$ cat src/rtl/cv32e40p_alu_voter.sv
// N-way word-level majority voter with per-replica health tracking for redundant ALUs.
// Optional macro CV32E40P_ALU_VOTER_FAULT_INJ_EN adds inj_mask_i to flip result bit 0 per replica.
module cv32e40p_alu_voter #(
    parameter int NUM_REPLICAS = 3,
    parameter int WIDTH        = 32,
    parameter int FAIL_THRESH  = 4,
    parameter int TIMEOUT      = 8
) (
    input  logic                          clk,
    input  logic                          rst,
    input  logic                          valid_i,
    input  logic [NUM_REPLICAS*WIDTH-1:0] result_i,
    input  logic [NUM_REPLICAS-1:0]       cmp_i,
    input  logic [NUM_REPLICAS-1:0]       ready_i,
`ifdef CV32E40P_ALU_VOTER_FAULT_INJ_EN
    input  logic [NUM_REPLICAS-1:0]       inj_mask_i,
`endif
    output logic                          vote_ready_o,
    output logic [WIDTH-1:0]              result_o,
    output logic                          cmp_o,
    output logic                          valid_o,
    input  logic                          ex_ready_i,
    output logic                          err_corrected_o,
    output logic                          err_uncorrectable_o,
    output logic [NUM_REPLICAS-1:0]       replica_failed_o,
    output logic                          degraded_o,
    output logic [15:0]                   err_cnt_o,
    input  logic                          clr_i
);

    localparam int PCW  = $clog2(NUM_REPLICAS + 1);
    localparam int CW   = $clog2(FAIL_THRESH + 1);
    localparam int IDXW = $clog2(NUM_REPLICAS);
    localparam logic [CW-1:0] THRESH_C  = CW'(FAIL_THRESH);
    localparam logic [7:0]    TIMEOUT_C = 8'(TIMEOUT);

    typedef logic [WIDTH:0] word_t;
    typedef enum logic [1:0] {ST_HEALTHY, ST_SUSPECT, ST_FAILED} health_t;

    // registered state
    logic [WIDTH-1:0]        r_result;
    logic                    r_cmp;
    logic                    r_valid;
    logic                    r_corr;
    logic                    r_unc;
    logic [NUM_REPLICAS-1:0] r_failed;
    logic [15:0]             r_err;
    logic [7:0]              r_wait;
    logic [CW-1:0]           r_cnt [NUM_REPLICAS];

    // combinational datapath
    word_t                   w_word      [NUM_REPLICAS];
    logic [PCW-1:0]          w_match_cnt [NUM_REPLICAS];
    logic [CW-1:0]           w_cnt_next  [NUM_REPLICAS];
    health_t                 w_state     [NUM_REPLICAS];
    logic [NUM_REPLICAS-1:0] w_healthy;
    logic [NUM_REPLICAS-1:0] w_ready_set;
    logic [NUM_REPLICAS-1:0] w_is_winner;
    logic [NUM_REPLICAS-1:0] w_agree;
    logic [NUM_REPLICAS-1:0] w_disagree;
    logic [NUM_REPLICAS-1:0] w_fail_req;
    logic [NUM_REPLICAS-1:0] w_failed_next;
    logic [NUM_REPLICAS-1:0] w_failed_apply;
    logic [PCW-1:0]          w_h_cnt;
    logic [IDXW-1:0]         w_win_idx;
    logic [IDXW-1:0]         w_first_idx;
    logic [IDXW-1:0]         w_sel_idx;
    word_t                   w_sel_word;
    logic                    w_have_winner;
    logic                    w_ready_any;
    logic                    w_vote_ready;
    logic                    w_vote;
    logic                    w_corr;
    logic                    w_unc;

    assign w_healthy    = ~r_failed;
    assign w_ready_set  = w_healthy & ready_i;
    assign w_ready_any  = |w_ready_set;
    assign w_vote_ready = !r_valid || ex_ready_i;

    genvar gi;
    generate
        for (gi = 0; gi < NUM_REPLICAS; gi++) begin : g_rep
            logic [WIDTH-1:0] w_res_k;
`ifdef CV32E40P_ALU_VOTER_FAULT_INJ_EN
            assign w_res_k = result_i[gi*WIDTH +: WIDTH] ^ WIDTH'(inj_mask_i[gi]);
`else
            assign w_res_k = result_i[gi*WIDTH +: WIDTH];
`endif
            assign w_word[gi]      = {cmp_i[gi], w_res_k};
            // strict majority of the healthy set, not just of the replicas that answered
            assign w_is_winner[gi] = w_ready_set[gi] && (w_match_cnt[gi] > (w_h_cnt >> 1));
            assign w_agree[gi]     = w_ready_set[gi] && (w_word[gi] == w_sel_word);
        end
    endgenerate

    always_comb begin
        w_h_cnt = '0;
        for (int k = 0; k < NUM_REPLICAS; k++) begin
            w_h_cnt = w_h_cnt + PCW'(w_healthy[k]);
        end
    end

    always_comb begin
        for (int i = 0; i < NUM_REPLICAS; i++) begin
            w_match_cnt[i] = '0;
            for (int j = 0; j < NUM_REPLICAS; j++) begin
                if (w_ready_set[j] && (w_word[j] == w_word[i])) begin
                    w_match_cnt[i] = w_match_cnt[i] + PCW'(1);
                end
            end
        end
    end

    // descending scan leaves the lowest index in each selector
    always_comb begin
        w_have_winner = 1'b0;
        w_win_idx     = '0;
        w_first_idx   = '0;
        for (int k = NUM_REPLICAS - 1; k >= 0; k--) begin
            if (w_is_winner[k]) begin
                w_have_winner = 1'b1;
                w_win_idx     = IDXW'(k);
            end
            if (w_ready_set[k]) begin
                w_first_idx = IDXW'(k);
            end
        end
        w_sel_idx  = w_have_winner ? w_win_idx : w_first_idx;
        w_sel_word = w_word[w_sel_idx];
    end

    assign w_disagree = w_healthy & ~w_agree;
    assign w_vote     = valid_i && w_vote_ready && w_ready_any &&
                        ((w_ready_set == w_healthy) || (r_wait >= TIMEOUT_C));
    assign w_corr     = w_vote && w_have_winner && (|w_disagree);
    assign w_unc      = w_vote && !w_have_winner;

    always_comb begin
        for (int k = 0; k < NUM_REPLICAS; k++) begin
            w_state[k]    = r_failed[k] ? ST_FAILED :
                            ((r_cnt[k] == '0) ? ST_HEALTHY : ST_SUSPECT);
            w_cnt_next[k] = r_cnt[k];
            w_fail_req[k] = 1'b0;
            if (w_vote && w_have_winner) begin
                case (w_state[k])
                    ST_HEALTHY, ST_SUSPECT: begin
                        if (w_disagree[k]) begin
                            if (r_cnt[k] != THRESH_C) begin
                                w_cnt_next[k] = r_cnt[k] + CW'(1);
                            end
                            w_fail_req[k] = (w_cnt_next[k] == THRESH_C);
                        end else begin
                            w_cnt_next[k] = '0;
                        end
                    end
                    default: ;
                endcase
            end
        end
        w_failed_next  = r_failed | w_fail_req;
        // keep at least one replica in service
        w_failed_apply = (&w_failed_next) ? r_failed : w_failed_next;
    end

    always_ff @(posedge clk) begin
        if (rst) begin
            r_result <= '0;
            r_cmp    <= 1'b0;
            r_valid  <= 1'b0;
            r_corr   <= 1'b0;
            r_unc    <= 1'b0;
            r_failed <= '0;
            r_err    <= '0;
            r_wait   <= '0;
            for (int k = 0; k < NUM_REPLICAS; k++) begin
                r_cnt[k] <= '0;
            end
        end else begin
            if (w_vote) begin
                {r_cmp, r_result} <= w_sel_word;
                r_valid           <= 1'b1;
            end else if (ex_ready_i) begin
                r_valid <= 1'b0;
            end
            r_corr <= w_corr;
            r_unc  <= w_unc;
            if (clr_i) begin
                r_failed <= '0;
                r_err    <= '0;
                r_wait   <= '0;
                for (int k = 0; k < NUM_REPLICAS; k++) begin
                    r_cnt[k] <= '0;
                end
            end else begin
                r_failed <= w_failed_apply;
                r_cnt    <= w_cnt_next;
                if ((w_corr || w_unc) && (r_err != 16'hFFFF)) begin
                    r_err <= r_err + 16'd1;
                end
                if (w_vote || !valid_i) begin
                    r_wait <= '0;
                end else if (w_ready_any && (w_ready_set != w_healthy) && (r_wait < TIMEOUT_C)) begin
                    r_wait <= r_wait + 8'd1;
                end
            end
        end
    end

    assign vote_ready_o        = w_vote_ready;
    assign result_o            = r_result;
    assign cmp_o               = r_cmp;
    assign valid_o             = r_valid;
    assign err_corrected_o     = r_corr;
    assign err_uncorrectable_o = r_unc;
    assign replica_failed_o    = r_failed;
    assign degraded_o          = (w_h_cnt < PCW'(2));
    assign err_cnt_o           = r_err;

endmodule
$ cat config.mk
export PLATFORM = sky130hd
export DESIGN_NAME = cv32e40p_alu_voter
export DESIGN_NICKNAME = d
export VERILOG_FILES = /design/src/rtl/cv32e40p_alu_voter.sv
export SDC_FILE = /design/constraint.sdc
export NUM_CORES = 1
export LEC_CHECK = 0
export CORE_AREA = 4 4 116 118
export CTS_BUF_LIST = sky130_fd_sc_hd__clkbuf_4
export DETAILED_ROUTE_END_ITERATION = 8
export DIE_AREA = 0 0 120 122
export GPL_ROUTABILITY_DRIVEN = 0
export PLACE_DENSITY = 0.88
export RECOVER_POWER = 25
export SYNTH_ARGS = -nofsm -noshare
export SYNTH_HDL_FRONTEND = slang
export SYNTH_SLANG_ARGS = --single-unit
$ cat constraint.sdc
create_clock -name clk -period 11.4 [get_ports clk]
set_clock_uncertainty 0.15 [all_clocks]
set_input_delay 1.71 -clock clk [delete_from_list [all_inputs] [get_ports clk]]
set_output_delay 1.71 -clock clk [all_outputs]
set_load 0.01 [all_outputs]
Word-level counts from Yosys, hierarchy flattened

Index checks and enable logic that the tools add are counted.

Bits in read-only memories: 0
Output and inout port bits: 57
Memories kept: 0
RAM bits: 0
Flip-flop bits (word level): 72
Input port bits: 107
Latch bits: 0

Multiplexer cells: 54
Add/sub/neg operators: 13
Magnitude comparators: 7
Bitwise gates (word level): 6
Shift operators: 0
Multipliers: 0
Reduce and logical (&&, ||, !) cells: 46
Divide/modulo/power cells: 0
Equal/unequal tests: 21

Operators with widths:

| kind                  | count |
|---|---|
| $eq 33x33->1          | 9 |
| $bmux 33 s2           | 1 |
| $mux 33               | 2 |
| $mux 3                | 15 |
| $mux 2                | 16 |
| $logic_and 1x1->1     | 21 |
| $mux 1                | 20 |
| $add 16x1->16 const B | 1 |
| $ne 16x16->1 const B  | 1 |
| $add 2x1->2 const B   | 6 |
| $add 3x1->3 const B   | 3 |
| $eq 3x3->1 const B    | 3 |
| $logic_not 3->1       | 3 |
| $ne 3x3->1 const B    | 3 |
| $reduce_or 3->1       | 3 |
| $add 8x1->8 const B   | 1 |
| $ge 8x4->1 const B    | 1 |
| $lt 8x4->1 const B    | 1 |
| $reduce_or 2->1       | 4 |
| $and 3x3->3           | 2 |
| $eq 2x1->1 const B    | 3 |
| $gt 2x1->1            | 3 |
| $logic_not 2->1       | 3 |
| $not 3->3             | 2 |
| 13 further kinds      | 20 |

Logic depth before layout (Yosys ltp)

Depth in word-level cells: 31
Mapped depth: 27
Mapped depth without buffers: 23

Worst setup path before layout

OpenSTA, ideal clock, no wires.

Path kind: in2reg
From: input port result_i[47]
To: register r_err[12], in the netlist err_cnt_o[12]
Arrival: 6.434 ns
Stages: 22
Library setup time: 0.079 ns
Path buffers: 2
Setup slack: 4.737 ns
Cell sequence: xor2_1 -> or3_1 -> or4_4 -> nor3_4 -> nand3_1 -> inv_1 -> ha_1 -> xnor2_1 -> ha_1 -> o21ai_0 -> nand2_1 -> a221o_2 -> and4_4 -> buf_6 -> mux2_4 -> a2111o_1 -> a2111oi_4 -> and4bb_4 -> o21a_4 -> buf_6 -> a21oi_2 -> a211oi_2

Longest elaborated chain between the ends: 24
Elaborated cells on any way between the ends: 51

RTL lines:

| element               | RTL line | RTL |
|---|---|---|
| start, declared       | 12       | `input logic [NUM_REPLICAS*WIDTH-1:0] result_i,` |
| $eq 33x33->1          | 108      | `if (w_ready_set[j] && (w_word[j] == w_word[i])) begin` |
| $logic_and 1x1->1     | 108      |  |
| $mux 1                | 108      |  |
| $add 2x1->2           | 109      | `w_match_cnt[i] = w_match_cnt[i] + PCW'(1);` |
| $mux 2                | 108      |  |
| $add 2x1->2           | 109      |  |
| $mux 2                | 108      |  |
| $gt 2x1->1            | 92       | `assign w_is_winner[gi] = w_ready_set[gi] && (w_match_cnt[gi] > (w_h_cnt >> 1));` |
| (+8 left out)         | n/a      |  |
| $eq 33x33->1          | 93       | `assign w_agree[gi] = w_ready_set[gi] && (w_word[gi] == w_sel_word);` |
| $logic_and 1x1->1     | 93       |  |
| $not 3->3             | 133      | `assign w_disagree = w_healthy & ~w_agree;` |
| $and 3x3->3           | 133      |  |
| $reduce_or 3->1       | 136      | `assign w_corr = w_vote && w_have_winner && (\|w_disagree);` |
| $logic_and 1x1->1     | 136      |  |
| $logic_or 1x1->1 (*)  | 198      | `if ((w_corr \|\| w_unc) && (r_err != 16'hFFFF)) begin` |
| $logic_and 1x1->1 (*) | 198      |  |
| end signal, assigned  | 199      | `r_err <= r_err + 16'd1;` |
| end, declared         | 47       | `logic [15:0] r_err;` |

Mark *: on every way between the ends. The rest lies on a longest branch, timed or not. The select of a mux whose other input is x is not followed.
A chain may end at the register's enable or synchronous reset.

Worst setup path after layout

From: input port result_i[33]
To: register r_failed[2], in the netlist replica_failed_o[2]

Longest elaborated chain between the ends: 25
Elaborated cells on any way between the ends: 56

RTL lines:

| element              | RTL line | RTL |
|---|---|---|
| $eq 33x33->1         | 108      |  |
| $logic_and 1x1->1    | 108      |  |
| $mux 1               | 108      |  |
| $add 2x1->2          | 109      |  |
| $mux 2               | 108      |  |
| $add 2x1->2          | 109      |  |
| $mux 2               | 108      |  |
| $gt 2x1->1           | 92       |  |
| (+9 left out)        | n/a      |  |
| $logic_and 1x1->1    | 93       |  |
| $not 3->3            | 133      |  |
| $and 3x3->3          | 133      |  |
| $mux 1               | 148      | `if (w_disagree[k]) begin` |
| $mux 1               | 146      | `case (w_state[k])` |
| $mux 1               | 145      | `if (w_vote && w_have_winner) begin` |
| $or 3x3->3 (*)       | 161      | `w_failed_next = r_failed \| w_fail_req;` |
| $reduce_and 3->1     | 163      | `w_failed_apply = (&w_failed_next) ? r_failed : w_failed_next;` |
| end signal, assigned | 196      | `r_failed <= w_failed_apply;` |
| end, declared        | 46       | `logic [NUM_REPLICAS-1:0] r_failed;` |

Marks and branches as above.

==> results.md <==
* Die area at 0.0146 mm2
* Power Density at 81.7 mW/mm2
* Crit start category: input port
* Reg clk slew, reported paths at 130 ps
* Initial Utilization at 0.550
* Max IR drop VDD at 0.0568 mV
* Pins Over Slew Limit at 0
* Synthesized area per cell at 7.10 um2
* Mapped Nets at 1092
* Post-CTS setup buffer count at 0
* Worst Path Arrival at 8820 ps
* R2R setup slack at 5300 ps
* Vias at 8182
* Post-route ant nets at 0
* Synthesized area at 0.00686 mm2
* PostCTS Resize Cnt at 0
* Cts bufs inserted at 9
* Pleak at 3.37 nW
* Post-route setup TNS at 0 ps
* Sw power at 0.000253 W
* Area of the multi-input gates at 0.00498 mm2
* # nets final at 1221
* Combinational cell fraction of total power at 0.314
* Clk buf depth at 2
* Switch share at 0.355
* Slew HR at 0.174
* Main synth FF type: dfxtp_1
* Crit path time final at 8570 ps
* Required @ worst endpoint at 11650 ps
* Post-synthesis sequential area ratio at 0.210
* Layout Cells excl Fill at 1272
* 1st-iter DRT viols at 1317
* Die width at 120 um
* # setup viols final at 0
* Post-Route M1 WL at 9460 um
* Post-route DRC at 0
* Total track usage at 0.347
* Port bufs at 163
* Grt ovf at 0
* CTS tree: yes
* Max Cap Violations at 0
* Final hold vios at 0
* Vias per cell at 6.43
* Unrepaired setup endpoints after global routing: false
* Synthesis-to-layout area growth at 27.3%
* Cells after DPL at 1256
* Seq pwr share at 0.361
* Die Ht at 122 um
* Post-CTS Hold Fix Bufs at 0
* HPWL after detailed placement at 19600 um
* Worst-Skew Late Latency at 500 ps
* Routed met3 length at 3430 um
* Slowest cell delay on critical path at 1050 ps
* Share of post-route cells with drive strength above 1 at 0.0464
* CTS sink cnt at 72
* Clk pwr share at 0.325
* Post-layout util at 0.700
* Core area at 0.0125 mm2
* TritonRoute pass-1 iters at 9
* # diodes at 0
* Initial antenna violation count at 0
* Count of cell types in the netlist at 79
* First-pass GRT wire length at 40100 um
* Detailed Route WL at 26000 um
* Crit Path Category: in2reg
* Synth warn at 0
* Crit-path most repeated cell: nand2_1
* Largest net degree at the start of global routing at 77
* Slowest cell on the critical path: nand4_1
* Critical Path Fanout Max at 25
* Status: completed
* # fillers at 1005
* Worst hold path class: reg2reg
* CTS Root Cell: clkbuf_4
* Cells after synthesis at 966
* Vias in the first global route at 7533
* Site Rows at 41
* Worst-margin pin slew at 1210 ps
* Yosys reg bits at 72
* Post-synth EDFFs at 0
* Ports at 164
* Register area at 0.00144 mm2
* Share of synthesized registers carrying an async set or reset at 0
* DR top layer: met4
* Pwr Total at 0.000713 W
* Met2 Wirelength at 11200 um
* WL/cell at 20.4 um
* CP Cell Sequence: clkdlybuf4s50_1 -> xnor2_1 -> and2_1 -> nand2_1 -> or4_1 -> nor2_1 -> nand2_1 -> nor3_1 -> nand2_1 -> ha_1 -> xnor2_1 -> ha_1 -> o21ai_0 -> o311ai_2 -> nand4_1 -> buf_4 -> o311ai_1 -> a2111oi_4 -> and4bb_4 -> or2_1 -> or4_1 -> a21oi_1
* P_int at 0.000460 W
* Crit path capture type: flop
* Fmax at 117 MHz
* CTS H-tree lvls at 3
* Part of the cycle the worst path needs at 0.752
## power groups by stage
| stage | registers [W] | logic (W) | clock network [W] |
|---|---|---|---|
| after floorplan | 0.000264 | 0.000114 | 0 |
| after global placement | 0.000263 | 0.000211 | 0 |
| after detailed placement | 0.000263 | 0.000213 | 0 |
| after CTS | 0.000257 | 0.000215 | 0.000230 |
| after global routing | 0.000258 | 0.000235 | 0.000242 |
| final | 0.000257 | 0.000224 | 0.000232 |
## critical path, delay by kind of cell
family,cells,cell delay (ps)
xor gates and xnor gates,2,450
and+or+nand+nor,11,3360
buffers and inverters,2,1120
AOI/OAI and AO/OA,5,1550
adders and majority gates,2,600
## cell usage in the layout, fill, tap and decap left out, types with 28 or more instances in the layout
master,count
nand2b_1,28
a21oi_1,58
clkdlybuf4s50_1,131
xor2_1,53
nand2_1,112
nor2_1,121
inv_1,59
a311oi_1,29
nor2b_1,50
dfxtp_1,72
dlygate4sd3_1,32
## metal layers
layer,up-vias,global-route usage
met1,3726,0.412
met5,-,0
met3,160,0.113
li1,3667,-
met2,629,0.535
met4,0,0.234
## sequential cells by signal, summed over array words and instances (netlist names)
signal,flops
result_o,32
cmp_o,1
err_uncorrectable_o,1
r_cnt,9
r_wait,8
valid_o,1
err_corrected_o,1
err_cnt_o,16
replica_failed_o,3
## final timing paths
check                                   start  depth (start not counted)                                to
max                              result_i[33]                         22  replica_failed_o[2]$_SDFFE_PP0N_
min                    r_wait[6]$_SDFFE_PP0P_                          1            r_wait[6]$_SDFFE_PP0P_
max reg2reg  replica_failed_o[2]$_SDFFE_PP0N_                         15  replica_failed_o[2]$_SDFFE_PP0N_
min reg2reg            r_wait[6]$_SDFFE_PP0P_                          1            r_wait[6]$_SDFFE_PP0P_
## final cells by class
type | instances | share of cell area
Sequential cell | 72 | 0.165
Tap cell | 172 | 0.0247
Clock buffer | 9 | 0.00774
Inverter | 60 | 0.0258
Multi-Input combinational cell | 784 | 0.571
Timing Repair Buffer | 168 | 0.191
Clock inverter | 7 | 0.0145
## cell families after synthesis
group	count (synthesis)	share of synthesized area
fa+ha+maj	19	0.0347
flops	72	0.210
simple gates	461	0.341
buf+inv	110	0.0646
compound gates	196	0.205
xor+xnor	78	0.0997
mux	30	0.0449
## metrics by stage
step                hold slack, ps  setup slack (ps)  instance area [um2]
finish                         320              2830                 8730
global route                   351              2690                 8730
CTS                            322              3110                 8730
detailed placement             287              2640                 8540
global placement               285              2840                 8540
floorplan                      270              4740                 6860
## synth_stat cells, types with 5 or more instances
cell type	instances	share of area
nand4_1	27	0.025
buf_1	8	0.0044
ha_1	19	0.035
xnor2_1	25	0.032
xor2_1	53	0.068
nor2b_1	50	0.046
a311oi_1	29	0.037
a21oi_1	58	0.042
and2_1	9	0.0082
nand2_1	112	0.061
nor4_1	16	0.015
and3_1	9	0.0082
a21oi_2	9	0.011
dfxtp_1	72	0.21
or3_1	22	0.020
o22ai_1	9	0.0082
mux2i_1	27	0.039
a211oi_1	5	0.0055
a31oi_1	5	0.0046
nand2b_1	28	0.026
o21ai_0	22	0.016
clkbuf_1	36	0.020
nand3_1	15	0.011
a2111oi_0	7	0.0089
nor2_1	121	0.066
nor3_1	21	0.015
inv_1	59	0.032
(Power assumes the default switching activity.)
